## src/rtl/lv_owt_tx_ctrl_if.sv

```systemverilog
// Request/status bundle between the LV register/ADC logic (master) and the OWT transmitter (slave).
// Carries the frame request, its cmd/data payload, and busy/ack/line status back from the transmitter.
interface lv_owt_tx_ctrl_if #(
  parameter int OWT_CMD_BIT_NUM  = 8,
  parameter int OWT_ADCD_BIT_NUM = 10
) ();
  logic                        i_owt_tx_req;
  logic [OWT_CMD_BIT_NUM-1:0]  i_owt_tx_cmd;
  logic [OWT_ADCD_BIT_NUM-1:0] i_owt_tx_data;
  logic                        o_owt_tx_busy;
  logic                        o_owt_tx_ack;
  logic                        o_lv_hv_owt_tx;

  modport master (
    output i_owt_tx_req, i_owt_tx_cmd, i_owt_tx_data,
    input  o_owt_tx_busy, o_owt_tx_ack, o_lv_hv_owt_tx
  );

  modport slave (
    input  i_owt_tx_req, i_owt_tx_cmd, i_owt_tx_data,
    output o_owt_tx_busy, o_owt_tx_ack, o_lv_hv_owt_tx
  );
endinterface

```

## src/rtl/lv_owt_tx_ctrl.sv

```systemverilog
// OWT transmitter: serialises one cmd/data word as a Manchester frame; line starts the cycle after acceptance.
// Requests are sampled only in IDLE; requests while busy are dropped, not queued.
module lv_owt_tx_ctrl #(
  parameter int OWT_EXT_CYC_NUM  = 8,
  parameter int OWT_SYNC_BIT_NUM = 12,
  parameter int OWT_TAIL_BIT_NUM = 4,
  parameter int OWT_CMD_BIT_NUM  = 8,
  parameter int OWT_DATA_BIT_NUM = 8,
  parameter int OWT_ADCD_BIT_NUM = 10,
  parameter int OWT_CRC_BIT_NUM  = 8,
  parameter int OWT_GAP_CHIP_NUM = 4
) (
  input logic             i_clk,
  input logic             i_rst,
  lv_owt_tx_ctrl_if.slave owt
);
  typedef enum logic [2:0] {
    IDLE, SYNC_HEAD, SYNC_TAIL, CMD, DATA, CRC, END_TAIL, GAP
  } state_t;

  localparam int CHIP_W = (OWT_EXT_CYC_NUM > 1) ? $clog2(OWT_EXT_CYC_NUM) : 1;
  localparam int BIT_W  = 8;
  localparam logic [BIT_W-1:0]           DATA_SH  = BIT_W'(OWT_ADCD_BIT_NUM - OWT_DATA_BIT_NUM);
  localparam logic [OWT_CRC_BIT_NUM-1:0] CRC_POLY = OWT_CRC_BIT_NUM'('h07);

  state_t                      state_q, state_d, next_field;
  logic [CHIP_W-1:0]           chip_cnt, chip_d;
  logic                        half_q, half_d;
  logic [BIT_W-1:0]            bit_cnt, bit_d, field_len;
  logic [OWT_CMD_BIT_NUM-1:0]  cmd_q;
  logic [OWT_ADCD_BIT_NUM-1:0] data_q;
  logic                        adc_len_q;
  logic [OWT_CRC_BIT_NUM-1:0]  crc_q, crc_next;
  logic                        line_q, line_d;
  logic                        chip_end, manch, sym_step, field_last, crc_in, crc_upd, accept;

  // Bit b (MSB first) of the Manchester field s; left-justify the field and take its top bit.
  function automatic logic sym_bit(input state_t s, input logic [BIT_W-1:0] b);
    logic [OWT_CMD_BIT_NUM-1:0]  c;
    logic [OWT_ADCD_BIT_NUM-1:0] d;
    logic [OWT_CRC_BIT_NUM-1:0]  r;
    logic [BIT_W-1:0]            sh;
    sh = adc_len_q ? b : b + DATA_SH;
    c  = cmd_q << b;
    d  = data_q << sh;
    r  = crc_q << b;
    case (s)
      CMD:     return c[OWT_CMD_BIT_NUM-1];
      DATA:    return d[OWT_ADCD_BIT_NUM-1];
      CRC:     return r[OWT_CRC_BIT_NUM-1];
      default: return 1'b0;
    endcase
  endfunction

  assign chip_end   = (chip_cnt == CHIP_W'(OWT_EXT_CYC_NUM - 1));
  assign sym_step   = chip_end & (half_q | ~manch);
  assign field_last = (bit_cnt == field_len - 1'b1);
  assign accept     = (state_q == IDLE) && owt.i_owt_tx_req;

  always_comb begin
    field_len  = '0;
    next_field = IDLE;
    manch      = 1'b0;
    case (state_q)
      SYNC_HEAD: begin field_len = BIT_W'(OWT_SYNC_BIT_NUM); next_field = SYNC_TAIL; manch = 1'b1; end
      SYNC_TAIL: begin field_len = BIT_W'(OWT_TAIL_BIT_NUM); next_field = CMD;                      end
      CMD:       begin field_len = BIT_W'(OWT_CMD_BIT_NUM);  next_field = DATA;      manch = 1'b1; end
      DATA: begin
        field_len  = adc_len_q ? BIT_W'(OWT_ADCD_BIT_NUM) : BIT_W'(OWT_DATA_BIT_NUM);
        next_field = CRC;
        manch      = 1'b1;
      end
      CRC:       begin field_len = BIT_W'(OWT_CRC_BIT_NUM);  next_field = END_TAIL;  manch = 1'b1; end
      END_TAIL:  begin field_len = BIT_W'(OWT_TAIL_BIT_NUM); next_field = GAP;                      end
      GAP:       begin field_len = BIT_W'(OWT_GAP_CHIP_NUM); next_field = IDLE;                     end
      default:   ;
    endcase
  end

  always_comb begin
    state_d = state_q;
    chip_d  = chip_cnt;
    half_d  = half_q;
    bit_d   = bit_cnt;
    case (state_q)
      IDLE: if (owt.i_owt_tx_req) state_d = SYNC_HEAD;
      SYNC_HEAD, SYNC_TAIL, CMD, DATA, CRC, END_TAIL, GAP: begin
        chip_d = chip_end ? '0 : chip_cnt + 1'b1;
        half_d = half_q ^ chip_end;
        if (sym_step) begin
          if (field_last) begin
            state_d = next_field;
            bit_d   = '0;
            half_d  = 1'b0;
          end else begin
            bit_d = bit_cnt + 1'b1;
          end
        end
      end
      default: begin
        state_d = IDLE;
        chip_d  = '0;
        half_d  = 1'b0;
        bit_d   = '0;
      end
    endcase
  end

  // Line is registered from next-cycle state so each chip level lands exactly on its first cycle.
  always_comb begin
    line_d = 1'b0;
    case (state_d)
      SYNC_HEAD, CMD, DATA, CRC: line_d = ~(sym_bit(state_d, bit_d) ^ half_d);
      SYNC_TAIL, END_TAIL:       line_d = (bit_d < BIT_W'(OWT_TAIL_BIT_NUM / 2));
      default:                   line_d = 1'b0;
    endcase
  end

  assign crc_in   = sym_bit(state_q, bit_cnt);
  assign crc_upd  = ((state_q == CMD) || (state_q == DATA)) && (chip_cnt == '0) && !half_q;
  assign crc_next = {crc_q[OWT_CRC_BIT_NUM-2:0], 1'b0} ^
                    ((crc_q[OWT_CRC_BIT_NUM-1] ^ crc_in) ? CRC_POLY : '0);

  always_ff @(posedge i_clk) begin
    if (i_rst) begin
      state_q   <= IDLE;
      chip_cnt  <= '0;
      half_q    <= 1'b0;
      bit_cnt   <= '0;
      cmd_q     <= '0;
      data_q    <= '0;
      adc_len_q <= 1'b0;
      crc_q     <= '0;
      line_q    <= 1'b0;
    end else begin
      state_q  <= state_d;
      chip_cnt <= chip_d;
      half_q   <= half_d;
      bit_cnt  <= bit_d;
      line_q   <= line_d;
      if (accept) begin
        cmd_q     <= owt.i_owt_tx_cmd;
        data_q    <= owt.i_owt_tx_data;
        adc_len_q <= !owt.i_owt_tx_cmd[OWT_CMD_BIT_NUM-1] &&
                     (owt.i_owt_tx_cmd[OWT_CMD_BIT_NUM-2:0] == (OWT_CMD_BIT_NUM-1)'('h1f));
        crc_q     <= '0;
      end else if (crc_upd) begin
        crc_q <= crc_next;
      end
    end
  end

  assign owt.o_lv_hv_owt_tx = line_q;
  assign owt.o_owt_tx_busy  = (state_q != IDLE);
  assign owt.o_owt_tx_ack   = (state_q == GAP) && chip_end && field_last;
endmodule

```

## src/flat_wrapper.sv

```systemverilog
// flat-port wrapper written by rule: the top's interface ports become plain ports
module lv_owt_tx_ctrl_flat 
#(
  parameter int OWT_EXT_CYC_NUM  = 8,
  parameter int OWT_SYNC_BIT_NUM = 12,
  parameter int OWT_TAIL_BIT_NUM = 4,
  parameter int OWT_CMD_BIT_NUM  = 8,
  parameter int OWT_DATA_BIT_NUM = 8,
  parameter int OWT_ADCD_BIT_NUM = 10,
  parameter int OWT_CRC_BIT_NUM  = 8,
  parameter int OWT_GAP_CHIP_NUM = 4
)
  (i_clk, i_rst, owt_i_owt_tx_req, owt_i_owt_tx_cmd, owt_i_owt_tx_data, owt_o_owt_tx_busy, owt_o_owt_tx_ack, owt_o_lv_hv_owt_tx);
  lv_owt_tx_ctrl_if #(.OWT_CMD_BIT_NUM(OWT_CMD_BIT_NUM), .OWT_ADCD_BIT_NUM(OWT_ADCD_BIT_NUM)) owt_i ();
  input logic i_clk;
  input logic i_rst;
  input wire logic [$bits(owt_i.i_owt_tx_req)-1:0] owt_i_owt_tx_req;
  input wire logic [$bits(owt_i.i_owt_tx_cmd)-1:0] owt_i_owt_tx_cmd;
  input wire logic [$bits(owt_i.i_owt_tx_data)-1:0] owt_i_owt_tx_data;
  output wire logic [$bits(owt_i.o_owt_tx_busy)-1:0] owt_o_owt_tx_busy;
  output wire logic [$bits(owt_i.o_owt_tx_ack)-1:0] owt_o_owt_tx_ack;
  output wire logic [$bits(owt_i.o_lv_hv_owt_tx)-1:0] owt_o_lv_hv_owt_tx;
  assign owt_i.i_owt_tx_req = owt_i_owt_tx_req;
  assign owt_i.i_owt_tx_cmd = owt_i_owt_tx_cmd;
  assign owt_i.i_owt_tx_data = owt_i_owt_tx_data;
  assign owt_o_owt_tx_busy = owt_i.o_owt_tx_busy;
  assign owt_o_owt_tx_ack = owt_i.o_owt_tx_ack;
  assign owt_o_lv_hv_owt_tx = owt_i.o_lv_hv_owt_tx;
  lv_owt_tx_ctrl #(.OWT_EXT_CYC_NUM(OWT_EXT_CYC_NUM), .OWT_SYNC_BIT_NUM(OWT_SYNC_BIT_NUM), .OWT_TAIL_BIT_NUM(OWT_TAIL_BIT_NUM), .OWT_CMD_BIT_NUM(OWT_CMD_BIT_NUM), .OWT_DATA_BIT_NUM(OWT_DATA_BIT_NUM), .OWT_ADCD_BIT_NUM(OWT_ADCD_BIT_NUM), .OWT_CRC_BIT_NUM(OWT_CRC_BIT_NUM), .OWT_GAP_CHIP_NUM(OWT_GAP_CHIP_NUM)) u_core (.i_clk(i_clk), .i_rst(i_rst), .owt(owt_i));
endmodule
```

## config.mk

```make
export PLATFORM = sky130hd
export DESIGN_NAME = lv_owt_tx_ctrl_flat
export DESIGN_NICKNAME = d
export VERILOG_FILES = /design/src/rtl/lv_owt_tx_ctrl_if.sv /design/src/rtl/lv_owt_tx_ctrl.sv /design/src/flat_wrapper.sv
export SDC_FILE = /design/constraint.sdc
export NUM_CORES = 1
export LEC_CHECK = 0
export ABC_AREA = 1
export CAP_MARGIN = 20
export CORE_MARGIN = 3
export CORE_UTILIZATION = 35
export DETAILED_ROUTE_END_ITERATION = 12
export GPL_TIMING_DRIVEN = 0
export SLEW_MARGIN = 20
export SYNTH_ARGS = -nofsm -noshare
export SYNTH_HDL_FRONTEND = slang
export SYNTH_SLANG_ARGS = --single-unit
```

## constraint.sdc

```tcl
create_clock -name i_clk -period 3.3 [get_ports i_clk]
set_input_delay 0.825 -clock i_clk [delete_from_list [all_inputs] [get_ports i_clk]]
set_output_delay 0.825 -clock i_clk [all_outputs]
set_load 0.01 [all_outputs]
```

==> results.md <==
* Met1 Usage GRT at 0.2517
* Final hold vios at 0
* Ant. Diodes at 0
* CTS Buf Count at 5
* Violations in the final reports: setup timing
* Fillers at 867
* Final setup fails at 2
* Row count at 33
* Final hold slack at 0.4678 ns
* # hold bufs at CTS at 0
* CP Data Arrival Time at ~2.6 ns
* Pwr/cell area at 291.5 nW/um^2
* Largest net degree at the start of global routing at 14
* Startpoint Class: flop
* 1st-iter DRT viols at approximately 320
* Via count of the first global-routing pass at 2,797
* CP required at 2.47 ns
* Post-synth top flop: dfxtp_1
* Initial antenna violation count at 0
* Achievable Freq at between 200 and 300 MHz
* Die Area at 9700 sq um
* Nets at 530
* Number of synthesized flops with an enable pin at 0
* Slew at the pin closest to its max-slew limit at between 0.6 and 0.7 ns
* Placement Setup Slack at -0.3631 ns
* Grt total ovfl at 0
* First-pass DRT Iterations at 5
* First-pass GRT wire length at between 10 and 15 mm
* CTS tree: done
* Boundary Pins at 24
* Layout cell share with drive strength beyond 1 at 0.1873
* RSZ-0062 raised after global routing: yes
* Mean area per synthesized cell at approximately 6.6 sq um
* Port Buffers at 23
* Peak supply drop at between 0.15 and 0.2 mV
* Layout area overhead at 23.86%
* Core ar. at 8258 sq um
* Yosys reg bits at 43
* Reg2reg path depth at 26
* Async S/R FF share, synth at 0
* Post-Syn Nets at between 400 and 500
* Outcome: complete, but fails checks
* Routability Congestion at 0.8818
* Max-slew violations at 0
* Min Tclk post-route at 3.376 ns
* Cells after Synth at about 460
* Slew HR at 0.5658
* Fin worst setup slack at -0.07584 ns
* Hold path depth at 2
* Clk root buf: clkbuf_8
* Total Wirelength at 8.889 mm
* Die H at 98.49 um
* DR WL/cell at 14.64 um
* Crit path capture type: output port
* Clock Sinks at 43
* Most Crowded Layer GR: met2
* Clk_lat worst skew at 0.30 ns
* Fin cells at 607
* Met2 usage at 0.2746
* Gr usage total at 0.1778
* DPL Wire Length at 6.564 mm
* Tcrit/Tclk final at 1.023
* Leakage Power at 1.543 nW
* Hold Path Class: flop to flop
* Die width at 98.49 um
* Met3 GRT Util at 0.02477
* Final ANT Viol Nets at 0
* Largest fanout on the critical path at 6
* # DRC at 0
* Clk pin slew, worst setup/hold paths at around 0.080 ns
* # H-tree levels at 2
* Synth cell types at 42
* Vias at 3,165
* Worst Skew at approximately 0.0051 ns
* Mapped Area at roughly 3000 sq um
* Maximum root-to-sink buffer count at 2
* Total of max-cap violations at 0
* Sequential element share of the synthesized area at 0.2875
* Starting Density at 0.3626
* Final core occ at 0.4491
* Routed vias/inst at ~5.2
* Cells after DPL at 583
* Crit Path Class: flop to output port
* Synthesis Warnings at 0
[cell type report]
cell class | instances | area [sq um] | share of cell area
Inverter | 62 | 237.7 | 0.06410
Clock buffer | 6 | 72.57 | 0.01957
Timing Repair Buffer | 39 | 361.6 | 0.09750
Buffer | 14 | 81.33 | 0.02193
Multi-Input combinational cell | 336 | 1942 | 0.5236
Tap cell | 105 | 131.4 | 0.03543
Sequential cell | 43 | 869.6 | 0.2345
Clock inverter | 2 | 12.51 | 0.003374
[final timing paths]
check	start	to	slack [ns]
min	u_core.data_q[2]	u_core.data_q[2]	0.47
min reg2reg	u_core.data_q[2]	u_core.data_q[2]	0.47
max reg2reg	u_core.state_q[1]	u_core.owt.o_lv_hv_owt_tx	0
max	u_core.state_q[1]	owt_o_owt_tx_ack	-0.08
[cells in the mapped netlist (2+ instances only)]
cell | count | area share
o21ai_0 | 48 | 0.080
o21ai_1 | 2 | 0.0033
nand2_2 | 8 | 0.017
o21ai_2 | 2 | 0.0059
a21oi_1 | 38 | 0.064
nand3b_1 | 2 | 0.0050
xnor2_1 | 2 | 0.0059
o211ai_1 | 2 | 0.0050
dfxtp_1 | 43 | 0.29
xor2_1 | 9 | 0.026
nor2_2 | 5 | 0.010
nand3_2 | 7 | 0.023
nand2_4 | 2 | 0.0075
buf_2 | 3 | 0.0050
nor2_1 | 37 | 0.046
nand3_1 | 37 | 0.062
nand2_1 | 90 | 0.11
o2111ai_1 | 2 | 0.0059
nand4_1 | 14 | 0.029
inv_1 | 56 | 0.070
ha_1 | 8 | 0.033
buf_6 | 2 | 0.0075
nor2_4 | 4 | 0.015
inv_2 | 4 | 0.0050
nor3_1 | 4 | 0.0067
clkbuf_1 | 8 | 0.010
[per-layer routing]
| metal | share of wire | wire [um] |
|---|---|---|
| met3 | 0.053 | 473 |
| met2 | 0.46 | 4101 |
| met5 | 0 | 0 |
| met1 | 0.46 | 4098 |
| met4 | 0.024 | 215 |
[through the flow]
stage	TNS, ns	area, sq um	total power [mW]
2_1_floorplan	0	2994	0.6683
3_3_place_gp	-0.5499	3356	0.7293
3_5_place_dp	-0.6152	3356	0.7325
4_1_cts	0	3552	1.076
5_1_grt	-0.4884	3709	1.141
6_report	-0.07872	3709	1.081
[sequential cells by signal (all words and copies together), names as in the netlist]
signal	count
u_core.cmd_q	8
u_core.state_q	3
u_core.owt.o_lv_hv_owt_tx	1
u_core.chip_cnt	3
u_core.data_q	10
u_core.crc_q	8
u_core.bit_cnt	8
u_core.half_q	1
u_core.adc_len_q	1
[cell usage in the layout, fill, tap and decap left out, drive strengths merged, types with 2 or more instances in the layout]
master and count:
nand2 100, nand3b 2, xor2 10, a21oi 39, nor2 46, clkdlybuf4s50 22, nor3 5, inv 61
clkbuf 15, nand3 45, dfxtp 43, clkinv 2, ha 8, o2111ai 2, xnor2 2, o21ai 52
buf 22, nand4 14, o211ai 2
[power by group]
part / switching [mW] / internal, mW / leakage, nW
sequential: 0.0167 / 0.542 / 0.353
clock: 0.193 / 0.148 / 0.0412
combinational: 0.102 / 0.0796 / 1.15
[what timing repair did]
item / in CTS / in global routing
setup endpoints to repair: 2 / 2
setup buffers: 8 / 8
endpoints found under the hold margin: 0 / 0
pin swaps: 4 / 18
resized for setup: 17 / 28
[cells by family after synthesis]
logic type                 synth area share
AOI/OAI and AO/OA                    0.1843
xor gates and xnor gates            0.03761
adders and majority gates           0.03343
buffers and inverters                0.1036
DFF                                  0.2875
and+or+nand+nor                      0.3535
[critical path: stages, from the launching register on]
cell and delay, ns:
dfxtp_4 0.39, nand2_4 0.10, inv_4 0.04, nor3_4 0.18, a21oi_2 0.05, ha_2 0.20, ha_4 0.25, nand2_2 0.07
inv_2 0.03, nor2_1 0.07, nand3_1 0.14, nor2_4 0.21, nand2_2 0.09, buf_4 0.14, nor4_2 0.13, buf_2 0.17
No activity file was read; power rests on OpenSTA's default activity.
